$ cat config.mk
export PLATFORM = sky130hd
export DESIGN_NAME = prefetch_queue
export DESIGN_NICKNAME = d
export VERILOG_FILES = /design/src/rtl/prefetch_queue.sv
export SDC_FILE = /design/constraint.sdc
export NUM_CORES = 1
export LEC_CHECK = 0
export ABC_AREA = 0
export CAP_MARGIN = 20
export CORE_UTILIZATION = 50
export DETAILED_ROUTE_END_ITERATION = 8
export PLACE_DENSITY = 0.69
export SYNTH_ARGS = -nofsm -noshare
export SYNTH_HDL_FRONTEND = slang
export SYNTH_SLANG_ARGS = --single-unit
$ cat constraint.sdc
create_clock -name clk -period 3.9 [get_ports clk]
set_input_delay 0.585 -clock clk [delete_from_list [all_inputs] [get_ports clk]]
set_output_delay 0.585 -clock clk [all_outputs]
set_load 0.1 [all_outputs]
$ cat src/rtl/prefetch_queue.sv
// Circular byte queue between fetch and decode with a PEEK_N-byte peek window and variable-length pop.
// Latency: a push or pop is visible on peek_data/count one cycle after acceptance; peek_data is combinational from storage.
// Backpressure: push_ready = !full from registered count only; an oversize pop is rejected and flagged on pop_err next cycle.
module prefetch_queue #(
  parameter int DATA_W = 8,
  parameter int DEPTH  = 16,
  parameter int PTR_W  = 4,
  parameter int PEEK_N = 3
) (
  input  logic                     clk,
  input  logic                     reset,
  input  logic                     flush,
  input  logic                     push_valid,
  input  logic [DATA_W-1:0]        push_data,
  output logic                     push_ready,
  input  logic                     pop_en,
  input  logic [1:0]               pop_len,
  output logic                     pop_err,
  output logic [PEEK_N*DATA_W-1:0] peek_data,
  output logic [1:0]               peek_avail,
  output logic [PTR_W:0]           count,
  output logic                     empty,
  output logic                     full
);

  localparam int CNT_W = PTR_W + 1;

  logic [DATA_W-1:0] mem [DEPTH];
  logic [PTR_W-1:0]  rd_ptr;
  logic [PTR_W-1:0]  wr_ptr;
  logic [CNT_W-1:0]  count_q;
  logic              pop_err_q;

  logic              push_acc;
  logic              pop_req;
  logic              pop_ok;
  logic              pop_rej;
  logic [CNT_W-1:0]  pop_amt;

  // Occupancy flags come from the counter so full and empty stay distinct when pointers are equal.
  assign full       = (count_q == CNT_W'(DEPTH));
  assign empty      = (count_q == '0);
  assign push_ready = !full;
  assign count      = count_q;
  assign pop_err    = pop_err_q;
  assign peek_avail = (count_q >= CNT_W'(PEEK_N)) ? 2'(PEEK_N) : count_q[1:0];

  // A flush cancels any pop in the same cycle, so it neither retires bytes nor raises pop_err.
  assign push_acc = push_valid & push_ready;
  assign pop_req  = pop_en & (pop_len != 2'd0) & !flush;
  assign pop_ok   = pop_req & (pop_len <= peek_avail);
  assign pop_rej  = pop_req & (pop_len > peek_avail);
  assign pop_amt  = pop_ok ? CNT_W'(pop_len) : '0;

  // Storage write; no reset needed because lanes at or beyond count are masked on read.
  always_ff @(posedge clk) begin
    if (push_acc) mem[wr_ptr] <= push_data;
  end

  // Pointers, occupancy and the one-cycle reject pulse; flush re-bases rd_ptr onto the write point.
  always_ff @(posedge clk or posedge reset) begin
    if (reset) begin
      rd_ptr    <= '0;
      wr_ptr    <= '0;
      count_q   <= '0;
      pop_err_q <= 1'b0;
    end else begin
      wr_ptr    <= wr_ptr + PTR_W'(push_acc);
      pop_err_q <= pop_rej;
      if (flush) begin
        rd_ptr  <= wr_ptr;
        count_q <= CNT_W'(push_acc);
      end else begin
        rd_ptr  <= rd_ptr + PTR_W'(pop_amt);
        count_q <= count_q + CNT_W'(push_acc) - pop_amt;
      end
    end
  end

  // Peek window: lane i shows the entry i places behind the head, wrapping, or zero when not occupied.
  always_comb begin
    peek_data = '0;
    for (int i = 0; i < PEEK_N; i++) begin
      if (CNT_W'(i) < count_q) peek_data[i*DATA_W +: DATA_W] = mem[rd_ptr + PTR_W'(i)];
    end
  end

endmodule

### Yosys cells after proc, flatten, opt, wreduce, memory -nomap -nowiden

Memories as Yosys holds them, arrays and structs flattened.
Cells that the tools add are included.

* output and inout bits: 35
* logic and storage cells: 36
* latch bits: 0
* memory bits (read-only): 0
* register bits: 14
* RAM bits: 128
* memories: 1
* input bits: 15

* muxes and demuxes: 9
* shift-type cells: 0
* multipliers: 0
* eq/ne operators: 1
* add/subtract/negate cells: 6
* magnitude comparators: 6
* div/mod/pow operators: 0
* reduce and logical (&&, ||, !) cells: 4
* bitwise operators: 5

Memory list
* mem: words 16, bits a word 8, read ports 3, clocked after Yosys merged registers in 0, write ports 1, line 28 `logic [DATA_W-1:0] mem [DEPTH];`

Operator list (count)
* $mux 8: 3
* $lt 1x5->1 const A: 2
* $add 5x1->5: 1
* $and 1x1->1: 5
* $eq 5x5->1 const B: 1
* $ge 5x2->1 const B: 1
* $logic_not 5->1: 1
* $lt 2x5->1 const A: 1
* $mux 5: 1
* $sub 5x2->5: 1
* $add 4x1->4: 1
* $add 4x1->4 const B: 1
* $add 4x2->4: 1
* $add 4x2->4 const B: 1
* $mux 2: 2
* $mux 4: 1
* $gt 2x2->1: 1
* $le 2x2->1: 1
* $logic_not 1->1: 2
* $mux 1: 2
* $reduce_bool 2->1: 1

### Depth between registers and ports, before layout

* depth in word-level cells: 7
* mapped depth: 18
* mapped depth without buffers: 18

### Worst setup path after synthesis

OpenSTA, ideal clock, no wires.

* kind: flip-flop to output port
* start: register count_q[2], in the netlist count[2]
* end: output push_ready
* arrival time: 5705 ps
* path slack: -2390 ps
* data required time: 3315 ps
* cell stages (with the launch flop): 5
* cell sequence: dfrtp_1 -> inv_1 -> ha_1 -> nor4bb_1 -> inv_1

* word-level cells in the longest chain between the ends: 2

Ends and longest elaborated chain
* from (decl): line 31 `logic [CNT_W-1:0] count_q;`
* from (signal assigned): line 72 `count_q <= CNT_W'(push_acc);`
* from (signal assigned): line 75 `count_q <= count_q + CNT_W'(push_acc) - pop_amt;`
* $eq 5x5->1: line 41 `assign full = (count_q == CNT_W'(DEPTH));`
* named net full: line 23 `output logic full`
* $logic_not 1->1: line 43 `assign push_ready = !full;`
* to (decl): line 15 `output logic push_ready,`

The timed path passes the listed nets, and every way through them passes these cells.

### Worst setup path in the final report

* start: register rd_ptr[0]
* end: output peek_data[13]

* word-level cells in the longest chain between the ends: 3

Ends and longest elaborated chain
* from (decl): line 29 `logic [PTR_W-1:0] rd_ptr;`
* from (signal assigned): line 71 `rd_ptr <= wr_ptr;`
* from (signal assigned): line 74 `rd_ptr <= rd_ptr + PTR_W'(pop_amt);`
* $add 4x1->4: line 84 `if (CNT_W'(i) < count_q) peek_data[i*DATA_W +: DATA_W] = mem[rd_ptr + PTR_W'(i)];`
* $mem_v2 16x8
* $mux 8: line 84
* to (decl): line 19 `output logic [PEEK_N*DATA_W-1:0] peek_data,`

Every way passes these cells.

==> results by group <==
Status
  • Status: complete, no violations

Synth
  • Post-Syn Nets: between 500 and 600
  • Cells after Synth: between 400 and 500
  • Register area share after synthesis: a little over half
  • Post-synth EDFFs: between 100 and 150
  • Synth top area share: between 40% and 50%
  • Top-count cell post-synth: edfxtp_1
  • Synth area leader: edfxtp_1
  • Average size of a mapped cell: 16.61 um^2
  • Post-synthesis cell area: 0.007889 mm^2
  • Largest cells by area after synthesis: edfxtp_1, mux4_2, dfrtp_1, ha_1, a221o_1
  • Predominant post-synthesis flop cell: edfxtp_1
  • Post-synthesis register bit count: 142
  • Yosys cell types: 40
  • Synth cell count leaders: edfxtp_1, mux4_2, inv_1
  • Ys Warns: 0
  • Ys async rst share: slightly below 10%

Global routing
  • Largest net degree at the start of global routing: 100
  • Grt total ovfl: 0
  • Initial antenna violation count: 0
  • Number of global-route vias before repair: 5167
  • First-pass GRT wire length: 30360 um
  • Gr usage total: between 20% and 30%

Worst setup path
  • Critical Path RT: ~3.3 ns
  • Delay-heaviest family, CP: adder cells
  • Worst EP arrival: 3.06 ns
  • Top cell by count, worst path: buf_12
  • Crit path cell chain: ha_2 > buf_12 > mux4_2 > inv_1 > o22ai_1 > a221o_1 > buf_12
  • Max FO, Critical Path: 24
  • Buffer and inverter count on the worst path: 3
  • Critical path class: flip-flop to output port
  • Startpoint Class: flip-flop
  • Worst Setup End Kind: output port
  • Crit path max-delay cell type: ha_2
  • CP max stage delay: 0.56 ns

Clock network
  • Clock Path Buffers: 2
  • Skew-Pair Late Insertion Delay: 0.42 ns
  • Clk sinks: around 140
  • Hold buffer count at cts: 0
  • Post-CTS Resized: 0
  • Clock buffer count from CTS: 17
  • CTS tree: yes
  • Root buf cell: clkbuf_16
  • H-tree Lvls: 4
  • Post-CTS setup buffer count: 0
  • Clk slew on worst S/H paths: 0.06 ns

Floorplanning
  • Die ar.: ~0.016 mm^2
  • Die Wd: 127.6 um
  • Chip height: 127.6 um
  • Number of I/O pins: 50
  • Core Area: 0.01531 mm^2
  • Row count: between 40 and 50
  • Initial Utilization: about half

Drt
  • Pre-Repair DR Iteration Count: 5
  • Met2 wire length: between 10000 and 15000 um
  • Final wirelength: ~20000 um
  • DRC Markers: 0
  • Routed vias/inst: 6.490
  • Routed len/inst: ~26 um
  • DR vias: around 5.0k
  • Routed met1 length: 7122 um
  • Final ANT Viol Nets: 0
  • DR top layer: met4
  • Initial DRC Count: 560
  • Metal3 WL: 1594 um

Placement
  • RD Place Congestion: 0.8369
  • DP HPWL: ~13000 um
  • Dpl cell area: 0.008989 mm^2
  • Place WS: 0.2820 ns
  • Buffers on Ports: 49

Cells and area
  • Share of layout cells above drive strength 1: between 30% and 40%
  • Nets: 578
  • Fin area: 0.009595 mm^2
  • Antenna Cells: 0
  • Synth-to-layout area growth: 21.63%

Worst hold path
  • Worst hold path type: input pin to async pin

STA
  • Relative slew slack: between 30 and 40%
  • Final setup margin: 0.2528 ns
  • Slew @ Worst Pin: 1.039 ns
  • Max-slew violation count: 0
  • Fmax: 274.2 MHz
  • Skew final: between 0.005 and 0.006 ns
  • Setup violations, final: 0
  • Final Hold Viols: 0
  • WHS: 0.5231 ns
  • TNS Setup: 0 ns
  • Tcrit/Tclk final: 93.52%
  • RSZ-0062 raised after global routing: no
  • Fin crit period: about 3.6 ns

Flow run
  • Max cap viols: 0
metrics by stage:
step           instances  util (%)
2_1_floorplan        475         -
3_3_place_gp         735     58.64
3_5_place_dp         736     58.69
4_1_cts              768     62.64
5_1_grt              768     62.66
6_report             768     62.66
registers in the layout, summed over array words and instances, names as in the netlist:
signal / count
mem: 128
count: 5
wr_ptr: 4
rd_ptr: 4
pop_err: 1
final cells by class:
| class | count | area (um^2) |
|---|---|---|
| fill | 1137 | 5719 |
| sequential | 142 | 4202 |
| multi-input combinational | 272 | 3452 |
| timing repair buffer | 77 | 945.9 |
| clock buffer | 20 | 436.7 |
| tap | 211 | 264.0 |
| clock inverter | 12 | 167.7 |
| inverter | 34 | 127.6 |
layer usage:
| metal | vias up | global-route usage (%) |
|---|---|---|
| met3 | 39 | 6.533 |
| met4 | 0 | 9.343 |
| li1 | 2113 | - |
| met2 | 253 | 45.87 |
| met5 | - | 0 |
| met1 | 2579 | 32.26 |
cells by family after synthesis:
group	after synthesis	share of synthesized area (%)
compound gates	58	5.202
xor+xnor	9	0.9991
fa+ha+maj	19	3.204
buf+inv	61	3.442
flops	142	53.16
mux	110	29.23
simple gates	76	4.758
cell usage in the layout (no fill, tap or decap), types with 5 or more instances in the layout:
| master | n |
|---|---|
| a21oi_1 | 11 |
| a221o_1 | 16 |
| a22oi_1 | 6 |
| buf_12 | 25 |
| buf_4 | 30 |
| clkbuf_16 | 17 |
| clkdlybuf4s50_1 | 22 |
| dfrtp_1 | 10 |
| edfxtp_1 | 128 |
| ha_1 | 16 |
| inv_1 | 33 |
| mux2i_1 | 11 |
| mux4_2 | 96 |
| nand2_1 | 21 |
| nand2b_1 | 5 |
| nor2_1 | 21 |
| nor3_1 | 8 |
| o21ai_0 | 10 |
| o22ai_1 | 10 |
| xor2_1 | 5 |
worst paths after layout:
path	from	end	slack, ns	cells after the start
min reg2reg	wr_ptr[1]$_DFF_PP0_	rd_ptr[1]$_DFF_PP0_	0.66	2
max reg2reg	count[3]$_DFF_PP0_	count[4]$_DFF_PP0_	0.35	16
min in group clk	wr_ptr[1]$_DFF_PP0_	rd_ptr[1]$_DFF_PP0_	0.66	2
max in group asynchronous	reset	rd_ptr[0]$_DFF_PP0_	2.95	2
min	reset	rd_ptr[3]$_DFF_PP0_	0.52	2
max	rd_ptr[0]$_DFF_PP0_	peek_data[13]	0.25	7
worst register-to-register path, stage by stage, from the launching register on:
cell and delay [ns]:
dfrtp_2 0.39, inv_1 0.10, ha_1 0.18, nand2b_1 0.17, nor2_2 0.20, ha_1 0.27, nor2b_1 0.13, o21ai_0 0.20
nand3b_1 0.14, or2_2 0.33, ha_1 0.32, inv_1 0.06, fa_1 0.45, nand2b_1 0.16, a21oi_1 0.16, or3_1 0.12
a21oi_1 0.06
Power is left out: the tool's default activity adds up to more than one toggle a clock period on the data nets, which glitch-free logic cannot reach.
